File: config.mk
export PLATFORM = sky130hd
export DESIGN_NAME = string_match_scheduler_flat
export DESIGN_NICKNAME = d
export VERILOG_FILES = /design/src/rtl/string_match_scheduler_if.sv /design/src/rtl/string_match_scheduler.sv /design/src/flat_wrapper.sv
export SDC_FILE = /design/constraint.sdc
export NUM_CORES = 1
export LEC_CHECK = 0
export BUFFER_PORTS_ARGS = -buffer_cell sky130_fd_sc_hd__buf_2
export CAP_MARGIN = 20
export CORE_MARGIN = 5
export CORE_UTILIZATION = 40
export CTS_BUF_LIST = sky130_fd_sc_hd__clkbuf_4
export DETAILED_ROUTE_END_ITERATION = 8
export GPL_TIMING_DRIVEN = 1
export PLACE_DENSITY = 0.86
export SLEW_MARGIN = 20
export SYNTH_ARGS = -nofsm -noshare
export SYNTH_HDL_FRONTEND = slang
export SYNTH_SLANG_ARGS = --single-unit
File: constraint.sdc
create_clock -name clock -period 1.7 [get_ports clock]
set_clock_uncertainty 0.1 [all_clocks]
set_input_delay 0.085 -clock clock [delete_from_list [all_inputs] [get_ports clock]]
set_output_delay 0.085 -clock clock [all_outputs]
set_load 0.01 [all_outputs]
File: src/rtl/string_match_scheduler_if.sv
// Requester, processor and result signals of the string match scheduler.
// slave is the scheduler side, master is the environment side.
interface string_match_scheduler_if #(
   parameter int NUM_CHANNELS = 4
);
   localparam int CH_BITS = (NUM_CHANNELS > 1) ? $clog2(NUM_CHANNELS) : 1;

   logic [8*NUM_CHANNELS-1:0] req_data;
   logic [NUM_CHANNELS-1:0]   req_valid;
   logic [NUM_CHANNELS-1:0]   req_last;
   logic [NUM_CHANNELS-1:0]   req_ready;
   logic [7:0]                proc_in_data;
   logic                      proc_in_valid;
   logic                      proc_in_last;
   logic [7:0]                proc_out_data;
   logic                      proc_out_valid;
   logic                      proc_out_last;
   logic [7:0]                out_data;
   logic                      out_valid;
   logic                      out_last;
   logic [CH_BITS-1:0]        out_channel;
   logic                      err_malformed;
   logic [CH_BITS-1:0]        err_channel;
   logic                      busy;

   modport slave (
      input  req_data, req_valid, req_last,
      input  proc_out_data, proc_out_valid, proc_out_last,
      output req_ready,
      output proc_in_data, proc_in_valid, proc_in_last,
      output out_data, out_valid, out_last, out_channel,
      output err_malformed, err_channel, busy
   );

   modport master (
      output req_data, req_valid, req_last,
      output proc_out_data, proc_out_valid, proc_out_last,
      input  req_ready,
      input  proc_in_data, proc_in_valid, proc_in_last,
      input  out_data, out_valid, out_last, out_channel,
      input  err_malformed, err_channel, busy
   );
endinterface

File: src/rtl/string_match_scheduler.sv
// Round-robin sharing of one string match processor between byte streams.
// Whole jobs are granted; short jobs are padded so the processor stays aligned.
module string_match_scheduler #(
   parameter int NUM_CHANNELS = 4,
   parameter int STRING_SIZE  = 5,
   parameter int PROC_LATENCY = 1
) (
   input logic clock,
   input logic reset,
   string_match_scheduler_if.slave bus
);
   localparam int CH_BITS = (NUM_CHANNELS > 1) ? $clog2(NUM_CHANNELS) : 1;
   localparam int CW      = $clog2(STRING_SIZE + 1);

   typedef enum logic [2:0] {
      IDLE, NEEDLE, HAYSTACK, PAD, FLUSH
   } state_t;

   state_t                              state_q, state_d;
   logic [CH_BITS-1:0]                  rr_q, rr_d;
   logic [CH_BITS-1:0]                  grant_q, grant_d;
   logic [CW-1:0]                       cnt_q, cnt_d;
   logic                                err_q, err_d;
   logic [CH_BITS-1:0]                  err_ch_q, err_ch_d;
   logic [PROC_LATENCY-1:0]             drop_q;
   logic [PROC_LATENCY-1:0][CH_BITS-1:0] tch_q;

   logic               pick_found;
   logic [CH_BITS-1:0] pick_ch;
   int                 idx;
   logic               active, xfer, sel_last, push_drop;
   logic [7:0]         sel_data;
   logic [CW-1:0]      cnt_inc;
   logic [CH_BITS-1:0] next_rr;

   // First requesting channel at or after the round-robin pointer.
   always_comb begin
      pick_found = 1'b0;
      pick_ch    = '0;
      idx        = 0;
      for (int k = 0; k < NUM_CHANNELS; k++) begin
         idx = int'(rr_q) + k;
         if (idx >= NUM_CHANNELS) idx = idx - NUM_CHANNELS;
         if (!pick_found && bus.req_valid[idx]) begin
            pick_found = 1'b1;
            pick_ch    = CH_BITS'(idx);
         end
      end
   end

   assign active   = (state_q == NEEDLE) || (state_q == HAYSTACK);
   assign sel_data = bus.req_data[8*int'(grant_q) +: 8];
   assign sel_last = bus.req_last[grant_q];
   assign xfer     = active && bus.req_valid[grant_q];
   assign cnt_inc  = cnt_q + CW'(1);
   assign next_rr  = (grant_q == CH_BITS'(NUM_CHANNELS - 1)) ?
                     '0 : grant_q + CH_BITS'(1);

   // Only the granted channel is ready, and only while its job is open.
   always_comb begin
      bus.req_ready = '0;
      for (int i = 0; i < NUM_CHANNELS; i++)
         bus.req_ready[i] = active && (grant_q == CH_BITS'(i));
   end

   // Job sequencing, processor drive and repair beat generation.
   always_comb begin
      state_d           = state_q;
      rr_d              = rr_q;
      grant_d           = grant_q;
      cnt_d             = cnt_q;
      err_d             = 1'b0;
      err_ch_d          = err_ch_q;
      push_drop         = 1'b1;
      bus.proc_in_valid = 1'b0;
      bus.proc_in_data  = 8'h00;
      bus.proc_in_last  = 1'b0;
      if (xfer) begin
         bus.proc_in_valid = 1'b1;
         bus.proc_in_data  = sel_data;
         bus.proc_in_last  = sel_last;
      end
      unique case (state_q)
         IDLE: begin
            if (pick_found) begin
               grant_d = pick_ch;
               state_d = NEEDLE;
            end
         end
         NEEDLE: begin
            if (xfer) begin
               cnt_d            = cnt_inc;
               bus.proc_in_last = 1'b0;
               if (sel_last) begin
                  state_d = (cnt_inc == CW'(STRING_SIZE)) ? FLUSH : PAD;
               end else if (cnt_inc == CW'(STRING_SIZE)) begin
                  state_d = HAYSTACK;
                  cnt_d   = '0;
               end
            end
         end
         HAYSTACK: begin
            if (xfer) begin
               push_drop = 1'b0;
               if (sel_last) begin
                  state_d = IDLE;
                  rr_d    = next_rr;
                  cnt_d   = '0;
               end
            end
         end
         PAD: begin
            bus.proc_in_valid = 1'b1;
            cnt_d             = cnt_inc;
            if (cnt_inc == CW'(STRING_SIZE)) state_d = FLUSH;
         end
         FLUSH: begin
            bus.proc_in_valid = 1'b1;
            bus.proc_in_last  = 1'b1;
            err_d             = 1'b1;
            err_ch_d          = grant_q;
            state_d           = IDLE;
            rr_d              = next_rr;
            cnt_d             = '0;
         end
         default: state_d = IDLE;
      endcase
   end

   // Control state registers.
   always_ff @(posedge clock or posedge reset) begin
      if (reset) begin
         state_q  <= IDLE;
         rr_q     <= '0;
         grant_q  <= '0;
         cnt_q    <= '0;
         err_q    <= 1'b0;
         err_ch_q <= '0;
      end else begin
         state_q  <= state_d;
         rr_q     <= rr_d;
         grant_q  <= grant_d;
         cnt_q    <= cnt_d;
         err_q    <= err_d;
         err_ch_q <= err_ch_d;
      end
   end

   // Tag line follows each processor beat through its latency.
   always_ff @(posedge clock or posedge reset) begin
      if (reset) begin
         drop_q <= '1;
         tch_q  <= '0;
      end else begin
         drop_q[0] <= push_drop;
         tch_q[0]  <= grant_q;
         for (int i = 1; i < PROC_LATENCY; i++) begin
            drop_q[i] <= drop_q[i-1];
            tch_q[i]  <= tch_q[i-1];
         end
      end
   end

   assign bus.out_data      = bus.proc_out_data;
   assign bus.out_valid     = bus.proc_out_valid & ~drop_q[PROC_LATENCY-1];
   assign bus.out_last      = bus.proc_out_last & ~drop_q[PROC_LATENCY-1];
   assign bus.out_channel   = tch_q[PROC_LATENCY-1];
   assign bus.err_malformed = err_q;
   assign bus.err_channel   = err_ch_q;
   assign bus.busy          = (state_q != IDLE);
endmodule

File: src/flat_wrapper.sv
// flat-port wrapper written by rule: the top's interface ports become plain ports
module string_match_scheduler_flat 
#(
   parameter int NUM_CHANNELS = 4,
   parameter int STRING_SIZE  = 5,
   parameter int PROC_LATENCY = 1
)
  (clock, reset, bus_req_data, bus_req_valid, bus_req_last, bus_proc_out_data, bus_proc_out_valid, bus_proc_out_last, bus_req_ready, bus_proc_in_data, bus_proc_in_valid, bus_proc_in_last, bus_out_data, bus_out_valid, bus_out_last, bus_out_channel, bus_err_malformed, bus_err_channel, bus_busy);
  string_match_scheduler_if #(.NUM_CHANNELS(NUM_CHANNELS)) bus_i ();
  input logic clock;
  input logic reset;
  input wire logic [$bits(bus_i.req_data)-1:0] bus_req_data;
  input wire logic [$bits(bus_i.req_valid)-1:0] bus_req_valid;
  input wire logic [$bits(bus_i.req_last)-1:0] bus_req_last;
  input wire logic [$bits(bus_i.proc_out_data)-1:0] bus_proc_out_data;
  input wire logic [$bits(bus_i.proc_out_valid)-1:0] bus_proc_out_valid;
  input wire logic [$bits(bus_i.proc_out_last)-1:0] bus_proc_out_last;
  output wire logic [$bits(bus_i.req_ready)-1:0] bus_req_ready;
  output wire logic [$bits(bus_i.proc_in_data)-1:0] bus_proc_in_data;
  output wire logic [$bits(bus_i.proc_in_valid)-1:0] bus_proc_in_valid;
  output wire logic [$bits(bus_i.proc_in_last)-1:0] bus_proc_in_last;
  output wire logic [$bits(bus_i.out_data)-1:0] bus_out_data;
  output wire logic [$bits(bus_i.out_valid)-1:0] bus_out_valid;
  output wire logic [$bits(bus_i.out_last)-1:0] bus_out_last;
  output wire logic [$bits(bus_i.out_channel)-1:0] bus_out_channel;
  output wire logic [$bits(bus_i.err_malformed)-1:0] bus_err_malformed;
  output wire logic [$bits(bus_i.err_channel)-1:0] bus_err_channel;
  output wire logic [$bits(bus_i.busy)-1:0] bus_busy;
  assign bus_i.req_data = bus_req_data;
  assign bus_i.req_valid = bus_req_valid;
  assign bus_i.req_last = bus_req_last;
  assign bus_i.proc_out_data = bus_proc_out_data;
  assign bus_i.proc_out_valid = bus_proc_out_valid;
  assign bus_i.proc_out_last = bus_proc_out_last;
  assign bus_req_ready = bus_i.req_ready;
  assign bus_proc_in_data = bus_i.proc_in_data;
  assign bus_proc_in_valid = bus_i.proc_in_valid;
  assign bus_proc_in_last = bus_i.proc_in_last;
  assign bus_out_data = bus_i.out_data;
  assign bus_out_valid = bus_i.out_valid;
  assign bus_out_last = bus_i.out_last;
  assign bus_out_channel = bus_i.out_channel;
  assign bus_err_malformed = bus_i.err_malformed;
  assign bus_err_channel = bus_i.err_channel;
  assign bus_busy = bus_i.busy;
  string_match_scheduler #(.NUM_CHANNELS(NUM_CHANNELS), .STRING_SIZE(STRING_SIZE), .PROC_LATENCY(PROC_LATENCY)) u_core (.clock(clock), .reset(reset), .bus(bus_i));
endmodule
==> metrics.csv <==
stage,metric,value,unit
critical_path,r2r startpoint,u_core.grant_q[0]$_DFFE_PP0P_,
route,Total Wirelength,4410,um
die,Die Ht,68.1,um
critical_path,crit path DAT,1.90,ns
cells_and_area,fill count,304,
synth,mux cell area share after synthesis,22.0,%
critical_path,crit-path max FO,6,
clocking,CTS clock-pin slew for the worst setup and hold paths,0.09,ns
synth,"Seq/Total Area, Yosys",29.7,%
timing,minimum clock period,2.08,ns
synth,post-synthesis compound-gate area fraction,12.7,%
place,port buffer count,65,
clocking,Num Clock Sinks,16,
timing,RSZ-0062 raised after global routing,yes,
clocking,Root Buffer,clkbuf_4,
synth,Post-synth EDFFs,0,
timing,"Period Utilization, post-route",123,%
timing,final hold slack,0.0654,ns
timing,Pins Over Slew Limit,0,
synth,Post-Synthesis Cells,136,
global_routing,largest net degree at the start of global routing,17,
cells_and_area,n_diodes,0,
min_path,Hold Crit Depth,3,
timing,Setup-failing EPs final,21,
critical_path,worst endpoint required time,1.51,ns
route,Initial DRC Count,93,
route,vias per cell,5.29,
critical_path,CP Class,reg2out,
synth,Cell variety after synth,42,
route,Pre-antenna DRT Iters,4,
min_path,WHS Endpoint,u_core.grant_q[0]$_DFFE_PP0P_,
status,status,finished with violations,
cells_and_area,"commonest non-fill, non-tap cells in the layout","62 x buf_2, 18 x buf_4, 15 x dfrtp_1, 10 x mux4_2, 10 x buf_6",
place,Detailed Place HPWL,3030,um
critical_path,Worst R2R Path Depth,5,
timing,Setup WS post-layout,-0.385,ns
min_path,hold path startpoint,bus_req_valid[0],
timing,Worst slew margin,57.7,%
synth,xor/xnor share of the synthesized area,1.30,%
timing,f_max,480,MHz
power_and_ir_drop,Power Density,1850,mW/mm^2
clocking,clk_lat worst skew,0.29,ns
power_and_ir_drop,Static Leak,1.01,nW
critical_path,reg2reg setup slack,-0.31,ns
die,# rows,21,
critical_path,capture point of the worst reg-to-reg path,u_core.cnt_q[2]$_DFFE_PP0P_,
die,Die ar.,0.00464,sq mm
route,via count,1392,
clocking,CTS buffer count,3,
synth,largest family of logic cells by synthesized area,multiplexers,
die,I/O Pins,82,
route,DRC,0,
synth,Synth async-reset ratio,100,%
synth,Adder-Cell Fraction of Synth Area,5.56,%
place,GP Congestion,0.841,
power_and_ir_drop,"Power, Total",3.72,mW
global_routing,GRT overflow,0,
global_routing,vias in the first global route,1341,
min_path,HP Class,in2reg,
die,Core ar.,0.00331,sq mm
die,Initial Util,40.8,%
critical_path,nature of the critical path startpoint,register,
job,Max Cap Viol,0,
clocking,Longest Clk Path Bufs,2,
power_and_ir_drop,Max VDD drop,842,uV
synth,mapped cell area,0.00135,sq mm
global_routing,Global Route Usage Sum,18.2,%
timing,Slew @ Worst Pin,0.634,ns
synth,Synth Area in Simple Gates,19.2,%
status,failing checks,negative setup slack,
route,Avg WL per Cell,16.8,um
synth,#FFs+latches synth,16,
clocking,htree depth,1,
die,chip width,68.1,um
synth,syn_nets,194,
synth,Syn Area/Cell,9.94,sq um
global_routing,first-pass GRT wire length,6150,um
route,remaining antenna violation count after routing,0,
synth,main flop type after synthesis,dfrtp_1,
clocking,TritonCTS clock tree,yes,
global_routing,initial antenna violation count,0,
cells_and_area,share of post-route cells with drive strength above 1,55.3,%
cells_and_area,P&R area growth vs syn,49.0,%
synth,Yosys Warn Count,0,
cells_and_area,Final #Nets,276,
critical_path,crit end category,output port,
cells_and_area,"most common cell after layout, fill and taps aside",buf_2,
timing,final hold viol count,0,
-- sequential cells by signal (all words and copies together) (netlist names) --
name / cells
u_core.bus.err_channel: 2
u_core.bus.err_malformed: 1
u_core.bus.out_channel: 2
u_core.cnt_q: 3
u_core.drop_q: 1
u_core.grant_q: 2
u_core.rr_q: 2
u_core.state_q: 3
-- where the power goes --
| group | internal [mW] | leakage (nW) | switching (mW) |
|---|---|---|---|
| Sequential | 0.551 | 0.197 | 0.124 |
| Clock | 0.0853 | 0.0154 | 0.122 |
| Combinational | 1.44 | 0.798 | 1.40 |
| Total | 2.08 | 1.01 | 1.65 |
-- layer usage --
metal | vias up | part of all wire [%] | global-route usage (%)
li1 | 655 | - | -
met5 | - | 0 | 0
met1 | 687 | 39 | 21.9
met4 | 0 | 1.1 | 5.46
met2 | 46 | 53 | 31.5
met3 | 4 | 6.7 | 4.93
-- logic make-up after synthesis --
group           count (synthesis)
xor+xnor                        2
flops                          16
mux                            17
fa+ha+maj                       6
compound gates                 24
buf+inv                        25
simple gates                   46
-- Yosys cell counts (2+ instances only) --
cell / number / area [sq um]
or3_1: 2 / 12.5
nor2b_1: 5 / 31.3
mux2i_1: 5 / 50.1
ha_1: 6 / 75.1
o21ai_0: 3 / 15.0
nand3_1: 3 / 15.0
nor2_1: 6 / 22.5
a21oi_1: 7 / 35.0
o21ai_1: 2 / 10.0
nand2b_1: 3 / 18.8
and2_1: 4 / 25.0
buf_2: 4 / 20.0
o41ai_1: 2 / 17.5
buf_4: 8 / 60.1
mux2_1: 2 / 22.5
inv_1: 8 / 30.0
and3_1: 8 / 50.1
clkbuf_1: 4 / 15.0
nand2_1: 8 / 30.0
mux4_2: 10 / 225
dfrtp_1: 15 / 375
-- how the worst max path moves through the flow --
| stage | slack [ns] | endpoint | from |
|---|---|---|---|
| after floorplan | -0.17 | u_core.cnt_q[2]$_DFFE_PP0P_ | u_core.grant_q[0]$_DFFE_PP0P_ |
| after global placement | -0.16 | u_core.cnt_q[2]$_DFFE_PP0P_ | u_core.grant_q[0]$_DFFE_PP0P_ |
| after detailed placement | -0.22 | u_core.cnt_q[2]$_DFFE_PP0P_ | u_core.grant_q[0]$_DFFE_PP0P_ |
| after CTS | -0.34 | bus_proc_in_valid | u_core.grant_q[0]$_DFFE_PP0P_ |
| after global routing | -0.49 | bus_proc_in_valid | u_core.grant_q[0]$_DFFE_PP0P_ |
| final | -0.38 | bus_proc_in_valid | u_core.grant_q[0]$_DFFE_PP0P_ |
-- layout make-up --
cell class | instances | area, sq um | share of cell area (%)
Inverter | 9 | 33.8 | 1.68
Sequential cell | 16 | 402 | 20.0
Timing Repair Buffer | 93 | 603 | 30.0
Tap cell | 46 | 57.6 | 2.86
Clock inverter | 1 | 3.75 | 0.186
Multi-Input combinational cell | 95 | 891 | 44.3
Clock buffer | 3 | 22.5 | 1.12
-- repair_timing --
item                                    CTS  global route
pin swaps                                 3             6
gates resized for setup                  11            18
hold endpoints to repair                 15             0
setup buffers                             6             5
hold buffers                              1             0
gates cloned                              1             0
endpoints found under the setup margin   21            22
-- critical path, stage by stage, from the launching register on --
cell and delay [ns]:
dfrtp_1 0.41, mux4_2 0.60, o21a_1 0.24, a21oi_2 0.15, o21ai_2 0.07, buf_2 0.14
-- per-stage QoR --
step,worst slack (ns),std cells,TNS (ns),area [sq um],util [%]
2_1_floorplan,-0.166,136,-0.382,1350,-
3_3_place_gp,-0.160,248,-0.465,1780,53.7
3_5_place_dp,-0.217,248,-0.773,1780,53.7
4_1_cts,-0.336,259,-4.30,1900,57.4
5_1_grt,-0.492,263,-6.88,2010,60.8
6_report,-0.385,263,-4.91,2010,60.8
Note: power is estimated with default switching activity, not from simulation.
